`src/rtl/skid_fill.sv`:
```
// skid_fill: write-side adapter from an upstream valid/ready stream to a
// synchronous FIFO push/full write port. up_rdy and fifo_data both come
// straight from flops, so fifo_full has no combinational path to up_rdy.
// A skid register catches the word accepted in the cycle the FIFO is full.
//
// Ports:
//   clk        clock, all state on the rising edge
//   rst_n      asynchronous active-low reset
//   up_bus     upstream data word
//   up_val     upstream valid
//   up_rdy     upstream ready (registered)
//   fifo_data  FIFO write data (output register)
//   fifo_push  FIFO write strobe, out_val & ~fifo_full
//   fifo_full  FIFO full flag, same-cycle
//   level      words held (0, 1 or 2), equal to the state encoding
module skid_fill #(
   parameter int unsigned DATA_WIDTH = 32
) (
   input  logic                  clk,
   input  logic                  rst_n,
   input  logic [DATA_WIDTH-1:0] up_bus,
   input  logic                  up_val,
   output logic                  up_rdy,
   output logic [DATA_WIDTH-1:0] fifo_data,
   output logic                  fifo_push,
   input  logic                  fifo_full,
   output logic [1:0]            level
);

   localparam logic [1:0] EMPTY = 2'd0;
   localparam logic [1:0] BUSY  = 2'd1;
   localparam logic [1:0] FULL  = 2'd2;

   logic [1:0]            r_state;
   logic [1:0]            w_state_nxt;
   logic                  r_up_rdy;
   logic [DATA_WIDTH-1:0] r_out;
   logic [DATA_WIDTH-1:0] r_skid;
   logic                  w_out_val;
   logic                  w_ins;
   logic                  w_push;
   logic                  w_load_out_up;
   logic                  w_load_out_skid;
   logic                  w_load_skid;

   // Handshake events for this cycle
   assign w_out_val = (r_state != EMPTY);
   assign w_ins     = up_val & r_up_rdy;
   assign w_push    = w_out_val & ~fifo_full;

   // State register and registered ready
   always_ff @(posedge clk or negedge rst_n) begin
      if (!rst_n) begin
         r_state  <= EMPTY;
         r_up_rdy <= 1'b0;
      end else begin
         r_state  <= w_state_nxt;
         r_up_rdy <= (w_state_nxt != FULL);
      end
   end

   // Next state and data-path load enables
   always_comb begin
      w_state_nxt     = r_state;
      w_load_out_up   = 1'b0;
      w_load_out_skid = 1'b0;
      w_load_skid     = 1'b0;
      case (r_state)
         EMPTY: begin
            if (w_ins) begin
               w_load_out_up = 1'b1;
               w_state_nxt   = BUSY;
            end
         end
         BUSY: begin
            if (w_ins && !w_push) begin
               w_load_skid = 1'b1;
               w_state_nxt = FULL;
            end else if (w_ins && w_push) begin
               w_load_out_up = 1'b1;
            end else if (w_push) begin
               w_state_nxt = EMPTY;
            end
         end
         FULL: begin
            // up_rdy is low here, so only the drain path exists
            if (w_push) begin
               w_load_out_skid = 1'b1;
               w_state_nxt     = BUSY;
            end
         end
         default: w_state_nxt = EMPTY;
      endcase
   end

   // Data registers carry no reset; validity is tracked by r_state
   always_ff @(posedge clk) begin
      if (w_load_out_up) begin
         r_out <= up_bus;
      end else if (w_load_out_skid) begin
         r_out <= r_skid;
      end
      if (w_load_skid) begin
         r_skid <= up_bus;
      end
   end

   assign up_rdy    = r_up_rdy;
   assign fifo_data = r_out;
   assign fifo_push = w_push;
   assign level     = r_state;

endmodule
```
`config.mk`:
```
export PLATFORM = sky130hd
export DESIGN_NAME = skid_fill
export DESIGN_NICKNAME = d
export VERILOG_FILES = /design/src/rtl/skid_fill.sv
export SDC_FILE = /design/constraint.sdc
export NUM_CORES = 1
export LEC_CHECK = 0
export ABC_CLOCK_PERIOD_IN_PS = 3500
export BUFFER_PORTS_ARGS = -buffer_cell sky130_fd_sc_hd__buf_2
export CAP_MARGIN = 20
export CORE_ASPECT_RATIO = 0.9
export CORE_UTILIZATION = 46
export CTS_CLUSTER_DIAMETER = 60
export DETAILED_ROUTE_END_ITERATION = 16
export GPL_TIMING_DRIVEN = 1
export PLACE_DENSITY_LB_ADDON = 0.1
export SKIP_LAST_GASP = 1
export SLEW_MARGIN = 15
export SYNTH_ARGS = -nofsm -noshare
export SYNTH_HDL_FRONTEND = slang
export SYNTH_SLANG_ARGS = --single-unit
```
`constraint.sdc`:
```
create_clock -name clk -period 3.5 [get_ports clk]
set_input_delay 0.35 -clock clk [delete_from_list [all_inputs] [get_ports clk]]
set_output_delay 0.35 -clock clk [all_outputs]
set_load 0.1 [all_outputs]
```
==> run metrics, run 1 <==
Syn Nets=153; CTS clk-pin slew, worst paths=0.07 ns; power consumption=0.002947 W; Hold Slack=0.2133 ns; full die area=6021 um^2; via count=1331; Fill cells=426; Final HPWL DP=2.966 mm; Tcrit/Tclk final=0.6519; RSZ-0062 raised after global routing=no; first-pass GRT wire length=6.817 mm; GRT overflow=0; EDFF count, synth=64; placement row count=25; Fmax=438.3 MHz; Yosys cell types=17; WP data required=3.58 ns; Worst EP arrival=2.36 ns; Lkg Pwr=1.323 nW; Detailed Route WL=4.401 mm; CP endpoint kind=flop; most common library cells after synthesis=64 x edfxtp_1, 29 x mux2_4, 5 x mux2_2, 3 x buf_12, 3 x dfrtp_1; pre-CTS worst setup slack=1.133 ns; Post-Synthesis Cell Area=2629 um^2; Final nets=234; min Tclk post-route=2.282 ns; Final ANT Viol Nets=0; top-count cell post-synth=edfxtp_1; synth-to-layout area growth=22.75%; Tot GR Track Use=0.1612; Starting Density=0.4886; Antenna diodes=0; class of the worst hold path=primary input to flop; Slew headroom=0.3062; drt first-iter violations=67; worst slew pin tran=1.037 ns; MaxCap Viol Count=0; Syn. warnings=0; sequential area share after synthesis=0.7596; gpl congestion=0.7162; 1st-pass router iterations=5; clk root buf=clkbuf_8; worst clock skew=0.005751 ns; CTS Buf Count=9; initial antenna violation count=0; Die Ht=73.72 um; DRC viols=0; DIE WIDTH=81.69 um; Yosys top cell by area=edfxtp_1; Final Hold Vio Count=0; Max VDD drop=0.5971 mV; Final WS setup=1.218 ns; Worst Setup Start Kind=flop; top cells by area, synth=edfxtp_1 73%, mux2_4 17%, dfrtp_1 2.9%; I/O pins=72; outcome=completed; CTS tree=done; pwr dens=913.3 nW/um^2; Longest Clk Path Bufs=2; Crit Path Class=flop to flop; setup TNS=0 ns; Yosys reg bits=67; layout cells sized above 1=0.6158; Syn Inst Count=117; I/O Buffers=71; Max Slew Vio Count=0; # setup viols final=0; asr flop ratio synth=0.04478; Mean Syn Cell Area=22.47 um^2; Clock Latency Late Sink=0.32 ns; Avg WL per Cell=16.30 um; htree depth=3; core area=5380 um^2; vias in the first global route=1428; CTS sink count=67; top cell type's share of synthesized area=0.7311; largest net degree at the start of global routing=33; top_reg_cell synth=edfxtp_1; critical path peak fanout=20; mean number of vias per cell=4.930
==> routing by layer <==
layer | vias to the layer above | part of all wire | GRT usage
met3 | 11 | 0.060 | 0.03851
met2 | 51 | 0.51 | 0.2602
met4 | 0 | 0.024 | 0.09942
li1 | 623 | - | -
met5 | - | 0 | 0
met1 | 646 | 0.41 | 0.1954
==> logic make-up (layout without fill, tap and decap cells) <==
family | Yosys count | in the layout | share of synthesized area
flops | 67 | 67 | 0.7596
simple gates | 8 | 8 | 0.01666
mux | 34 | 34 | 0.1871
compound gates | 4 | 4 | 0.009518
buf+inv | 4 | 90 | 0.02713
==> final cells by class <==
type                       instances  area [um^2]  area share
tap                               67        83.83     0.02598
timing repair buffer              74        380.4      0.1179
clock inverter                     7        58.81     0.01822
clock buffer                       9        123.9     0.03839
multi-input combinational         46        583.1      0.1807
sequential                        67         1997      0.6188
==> power breakdown <==
part           total, W  switching, W  internal, W
Clock          0.000590      0.000271     0.000319
Combinational   0.00123      0.000979     0.000248
Sequential      0.00113     0.0000517      0.00108
Total           0.00295       0.00130      0.00164
==> critical path, cell delays in order, from the launching register on <==
cell and delay [ns]:
dfrtp_1 0.45, nand2_2 0.13, or3b_2 0.77, buf_4 0.35, mux2_4 0.32
==> stage by stage <==
stage	cells	instance area (um^2)	utilization
5_1_grt	270	3227	0.5998
3_3_place_gp	253	3034	0.5640
6_report	270	3227	0.5998
3_5_place_dp	253	3034	0.5640
4_1_cts	270	3227	0.5998
2_1_floorplan	117	2634	-
==> worst paths after layout <==
kind,from,endpoint,slack [ns],cells after the start
max,level[0],fifo_data[18],1.22,4
min reg2reg,r_skid[16],fifo_data[16],0.55,1
min in group asynchronous,rst_n,level[0],0.36,2
max in group asynchronous,rst_n,up_rdy,3.03,2
min,up_bus[0],r_skid[0],0.21,1
max reg2reg,level[0],fifo_data[18],1.22,4
==> flip-flops by register name (all words and copies together), names as in the netlist <==
register	count
up_rdy	1
level	2
fifo_data	32
r_skid	32
==> layout by cell type (no fill, tap or decap), drive strengths merged <==
cell type | synthesis | final
bufinv | 0 | 1
mux2 | 34 | 34
edfxtp | 64 | 64
dfrtp | 3 | 3
clkinvlp | 0 | 1
o22ai | 1 | 1
nor2 | 2 | 2
o21ai | 1 | 1
dlygate4sd3 | 0 | 1
a21o | 1 | 1
buf | 4 | 73
clkbuf | 0 | 9
or3b | 1 | 1
nor3 | 1 | 1
a21oi | 1 | 1
nand2b | 1 | 1
nand2 | 2 | 2
clkinv | 0 | 5
nor2b | 1 | 1
==> timing repair <==
item | in CTS | in global routing
endpoints found under the hold margin | 3 | 0
hold buffers | 1 | 0
setup buffers | 0 | 0
gates resized for setup | 0 | 0
No activity file was read; power rests on OpenSTA's default activity.
==> run 2, diff against run 1 <==
ABC_CLOCK_PERIOD_IN_PS = 2350   (was 3500)
CORE_UTILIZATION = 51   (was 46)
clock period = 2.35 ns   (was 3.5 ns; I/O delays follow)
==> run metrics, run 2 (synthesis gave the netlist of run 1 again) <==
outcome=completed; Antenna diodes=0; Final Hold Vio Count=0; CTS sink count=67; htree depth=3; Lkg Pwr=1.321 nW; CP max stage delay=0.48 ns; vias in the first global route=1334; Final nets=235; Final ANT Viol Nets=0; Fmax=529.2 MHz; mean number of vias per cell=4.817; Critical-path top delay cell=or3b_2; initial antenna violation count=0; Detailed Route WL=4.127 mm; CTS clk-pin slew, worst paths=0.06 ns; first-pass GRT wire length=6.624 mm; critical path peak fanout=33; gpl congestion=0.7461; layout cells sized above 1=0.6207; GRT overflow=0; I/O pins=72; DR WL met2=2.016 mm; core area=4895 um^2; Hold Slack=0.1047 ns; DIE WIDTH=77.68 um; metal3 WL=245 um; Tot GR Track Use=0.1707; largest net degree at the start of global routing=35; cell family with most CP delay=simple AND/OR/NAND/NOR gates; MaxCap Viol Count=0; synth-to-layout area growth=22.75%; full die area=5446 um^2; drt first-iter violations=69; Max Slew Vio Count=0; cells along the critical path=nand2_2, or3b_2, buf_12, o21ai_4, buf_12; Longest Clk Path Bufs=2; Starting Density=0.5371; Max VDD drop=0.7920 mV; sequential cell area=1999 um^2; worst clock skew=0.005366 ns; multi-input logic area=585.6 um^2; clk root buf=clkbuf_8; Max Used Layer=met4; Avg WL per Cell=15.40 um; Slew headroom=0.6657; CTS tree=done; Worst EP arrival=1.90 ns; worst slew pin tran=0.5049 ns; pwr dens=1324 nW/um^2; Buf+Inv Stages, Crit Path=2; CTS Buf Count=9; Crit Path Class=flop to flop; setup TNS=0 ns; Fill cells=339; via count=1291; WP data required=2.36 ns; most frequent cells in the layout=71 x buf_2, 64 x edfxtp_1, 29 x mux2_4, 9 x clkbuf_8; class of the worst hold path=primary input to flop; # setup viols final=0; RSZ-0062 raised after global routing=no; 1st-pass router iterations=4; min Tclk post-route=1.890 ns; met1 WL=1.827 mm; commonest non-fill, non-tap cell in the layout=buf_2; Tcrit/Tclk final=0.8040; DRC viols=0; Worst Setup Start Kind=flop; Final HPWL DP=2.757 mm; Clock Latency Late Sink=0.32 ns; placement row count=24; Crit path top cell by count=buf_12; CP endpoint kind=flop; I/O Buffers=71; Die Ht=70.11 um
[run 2: stage by stage]
| step | instance area, um^2 | setup slack (ns) | utilization | instances | power [W] |
|---|---|---|---|---|---|
| finish | 3227 | 0.4605 | 0.6593 | 268 | 0.004274 |
| global route | 3227 | 0.4003 | 0.6593 | 268 | 0.004428 |
| CTS | 3227 | 0.4558 | 0.6593 | 268 | 0.004313 |
| detailed placement | 3069 | 0.4638 | 0.6270 | 252 | 0.003579 |
| global placement | 3069 | 0.5100 | 0.6270 | 252 | 0.003542 |
| floorplan | 2656 | 0.07975 | - | 117 | 0.003335 |
[run 2: path summary, 6_finish.rpt]
path / from / endpoint / slack [ns] / cells after the start
min in group asynchronous: rst_n / up_rdy / 0.24 / 2
hold / removal: up_bus[0] / r_skid[0] / 0.10 / 1
setup reg to reg: level[0] / fifo_data[21] / 0.46 / 5
hold reg to reg: r_skid[14] / fifo_data[14] / 0.55 / 1
max in group asynchronous: rst_n / level[0] / 2.00 / 2
setup / recovery: level[0] / fifo_data[21] / 0.46 / 5
[run 2: final cells by class]
| class | instances | share of cell area |
|---|---|---|
| Clock buffer | 9 | 0.03839 |
| Clock inverter | 6 | 0.007367 |
| Multi-Input combinational cell | 46 | 0.1815 |
| Sequential cell | 67 | 0.6196 |
| Tap cell | 65 | 0.02520 |
| Timing Repair Buffer | 75 | 0.1280 |
[run 2: what timing repair did]
item                                   4_1_cts  5_1_grt
resized for setup                            0        0
hold buffers                                 1        0
endpoints found under the hold margin        3        0
buffers inserted                             0        0
[run 2: layer usage]
metal  vias to the layer above  track usage
li1                        623            -
met1                       619       0.2174
met2                        44       0.2625
met3                         5      0.06275
met4                         0      0.07547
met5                         -            0
[run 2: power by group]
group / switching, W / leakage (nW) / total, W / internal [W]
clock network: 0.000374 / 0.0765 / 0.000730 / 0.000356
logic: 0.00146 / 0.615 / 0.00187 / 0.000402
registers: 0.0000738 / 0.629 / 0.00168 / 0.00160
==> run 3, diff against run 2 <==
ABC_CLOCK_PERIOD_IN_PS = 1560   (was 2350)
CORE_UTILIZATION = 46   (was 51)
clock period = 1.56 ns   (was 2.35 ns; I/O delays follow)
==> run metrics, run 3 (synthesis gave the netlist of run 1 again) <==
setup TNS=-12.21 ns; DIE WIDTH=81.69 um; Tot GR Track Use=0.1769; CTS tree=done; vias in the first global route=1471; CP Launch Point=level[0]; class of the worst hold path=primary input to flop; Non-Filler Instances=296; I/O pins=72; drt first-iter violations=23; Final ANT Viol Nets=0; power consumption=0.007206 W; CTS Buf Count=9; DRC viols=0; synth-to-layout area growth=37.89%; Final HPWL DP=3.153 mm; initial antenna violation count=0; min Tclk post-route=1.767 ns; MaxCap Viol Count=0; clk root buf=clkbuf_8; Avg WL per Cell=16.60 um; Tcrit/Tclk final=1.133; Longest Clk Path Bufs=2; placed insts=261; most frequent cells in the layout=70 x buf_2, 64 x edfxtp_1, 29 x mux2_4, 15 x dlygate4sd3_1, 9 x clkbuf_8; largest net degree at the start of global routing=26; gpl congestion=0.6936; Max Slew Vio Count=0; Final WS setup=-0.2074 ns; cells along the critical path=nand2_4, or3b_4, buf_12, o21ai_4, buf_4; Antenna diodes=0; Lkg Pwr=1.501 nW; I/O Buffers=71; Die Ht=73.72 um; Worst Setup Start Kind=flop; first-pass GRT wire length=7.238 mm; Final nets=260; # setup viols final=64; RR Startpoint=level[0]; htree depth=3; CP endpoint kind=flop; Max VDD drop=1.184 mV; GRT overflow=0; r2r worst-path depth=5; Hold Path Stages=1; CTS clk-pin slew, worst paths=0.08 ns; CP max stage delay=0.49 ns; setup slack, reg-to-reg=-0.21 ns; sequential cell area=2006 um^2; outcome=finished, violations left; Fmax=565.8 MHz; cell family with most CP delay=simple AND/OR/NAND/NOR gates; Fill cells=384; terminus of the critical flop-to-flop path=fifo_data[1]; Crit Path Class=flop to flop; Clock Latency Late Sink=0.34 ns; Starting Density=0.4886; CTS sink count=67; Buf+Inv Stages, Crit Path=2; placement row count=25; Worst EP arrival=1.82 ns; worst hold start=up_bus[26]; Final Hold Vio Count=0; pwr dens=1988 nW/um^2; failing checks=setup timing; worst clock skew=0.01046 ns; RSZ-0062 raised after global routing=yes; hold endpoint=r_skid[26]; layout cells sized above 1=0.6376; mean number of vias per cell=4.831; Slew headroom=0.6728; final core occ=0.6737; multi-input logic area=608.1 um^2; critical path peak fanout=7; commonest non-fill, non-tap cell in the layout=buf_2; via count=1430; Detailed Route WL=4.914 mm; worst slew pin tran=0.4941 ns; 1st-pass router iterations=4; core area=5380 um^2; full die area=6021 um^2; WP data required=1.61 ns; Critical-path top delay cell=dfrtp_4
-- run 3: metal layers --
metal,global-route usage,up-vias,wire length (um)
met5,0,-,0
met4,0.07602,0,55
met3,0.06708,4,261
met2,0.2880,50,2514
met1,0.2096,699,2083
li1,-,677,-
-- run 3: area by class of cell --
| class | instances | area share |
|---|---|---|
| clock buffers | 9 | 0.03417 |
| flip-flops and latches | 67 | 0.5533 |
| multi-input cells | 46 | 0.1678 |
| clock inverters | 7 | 0.02520 |
| repair buffers | 100 | 0.1964 |
| well taps | 67 | 0.02313 |
-- run 3: worst max-delay path by stage --
stage                     to  slack [ns]  depth (start not counted)
4_1_cts        fifo_data[22]       -0.21                          5
3_5_place_dp   fifo_data[14]       -0.31                          5
3_3_place_gp   fifo_data[23]       -0.27                          5
2_1_floorplan   fifo_data[0]       -0.48                          5
5_1_grt         fifo_data[1]       -0.25                          5
6_report        fifo_data[1]       -0.21                          5
-- run 3: where the power goes --
group / switching, W / internal, W / leakage [nW]
Combinational: 0.00231 / 0.000836 / 0.764
Clock: 0.000649 / 0.000896 / 0.109
Sequential: 0.0000953 / 0.00242 / 0.628
-- run 3: repair_timing --
item,CTS,global route
resized for setup,7,0
setup buffers,1,1
hold buffers,14,1
setup endpoints to repair,65,64
endpoints found under the hold margin,16,1
cloned,1,1
-- run 3: metrics by stage --
stage	hold slack, ns	setup slack [ns]	instance area [um^2]
finish	0.01394	-0.2074	3625
global route	0.0007024	-0.2464	3625
CTS	0.001979	-0.2131	3582
detailed placement	-0.04789	-0.3064	3173
global placement	-0.04689	-0.2692	3173
floorplan	-0.1396	-0.4844	2680
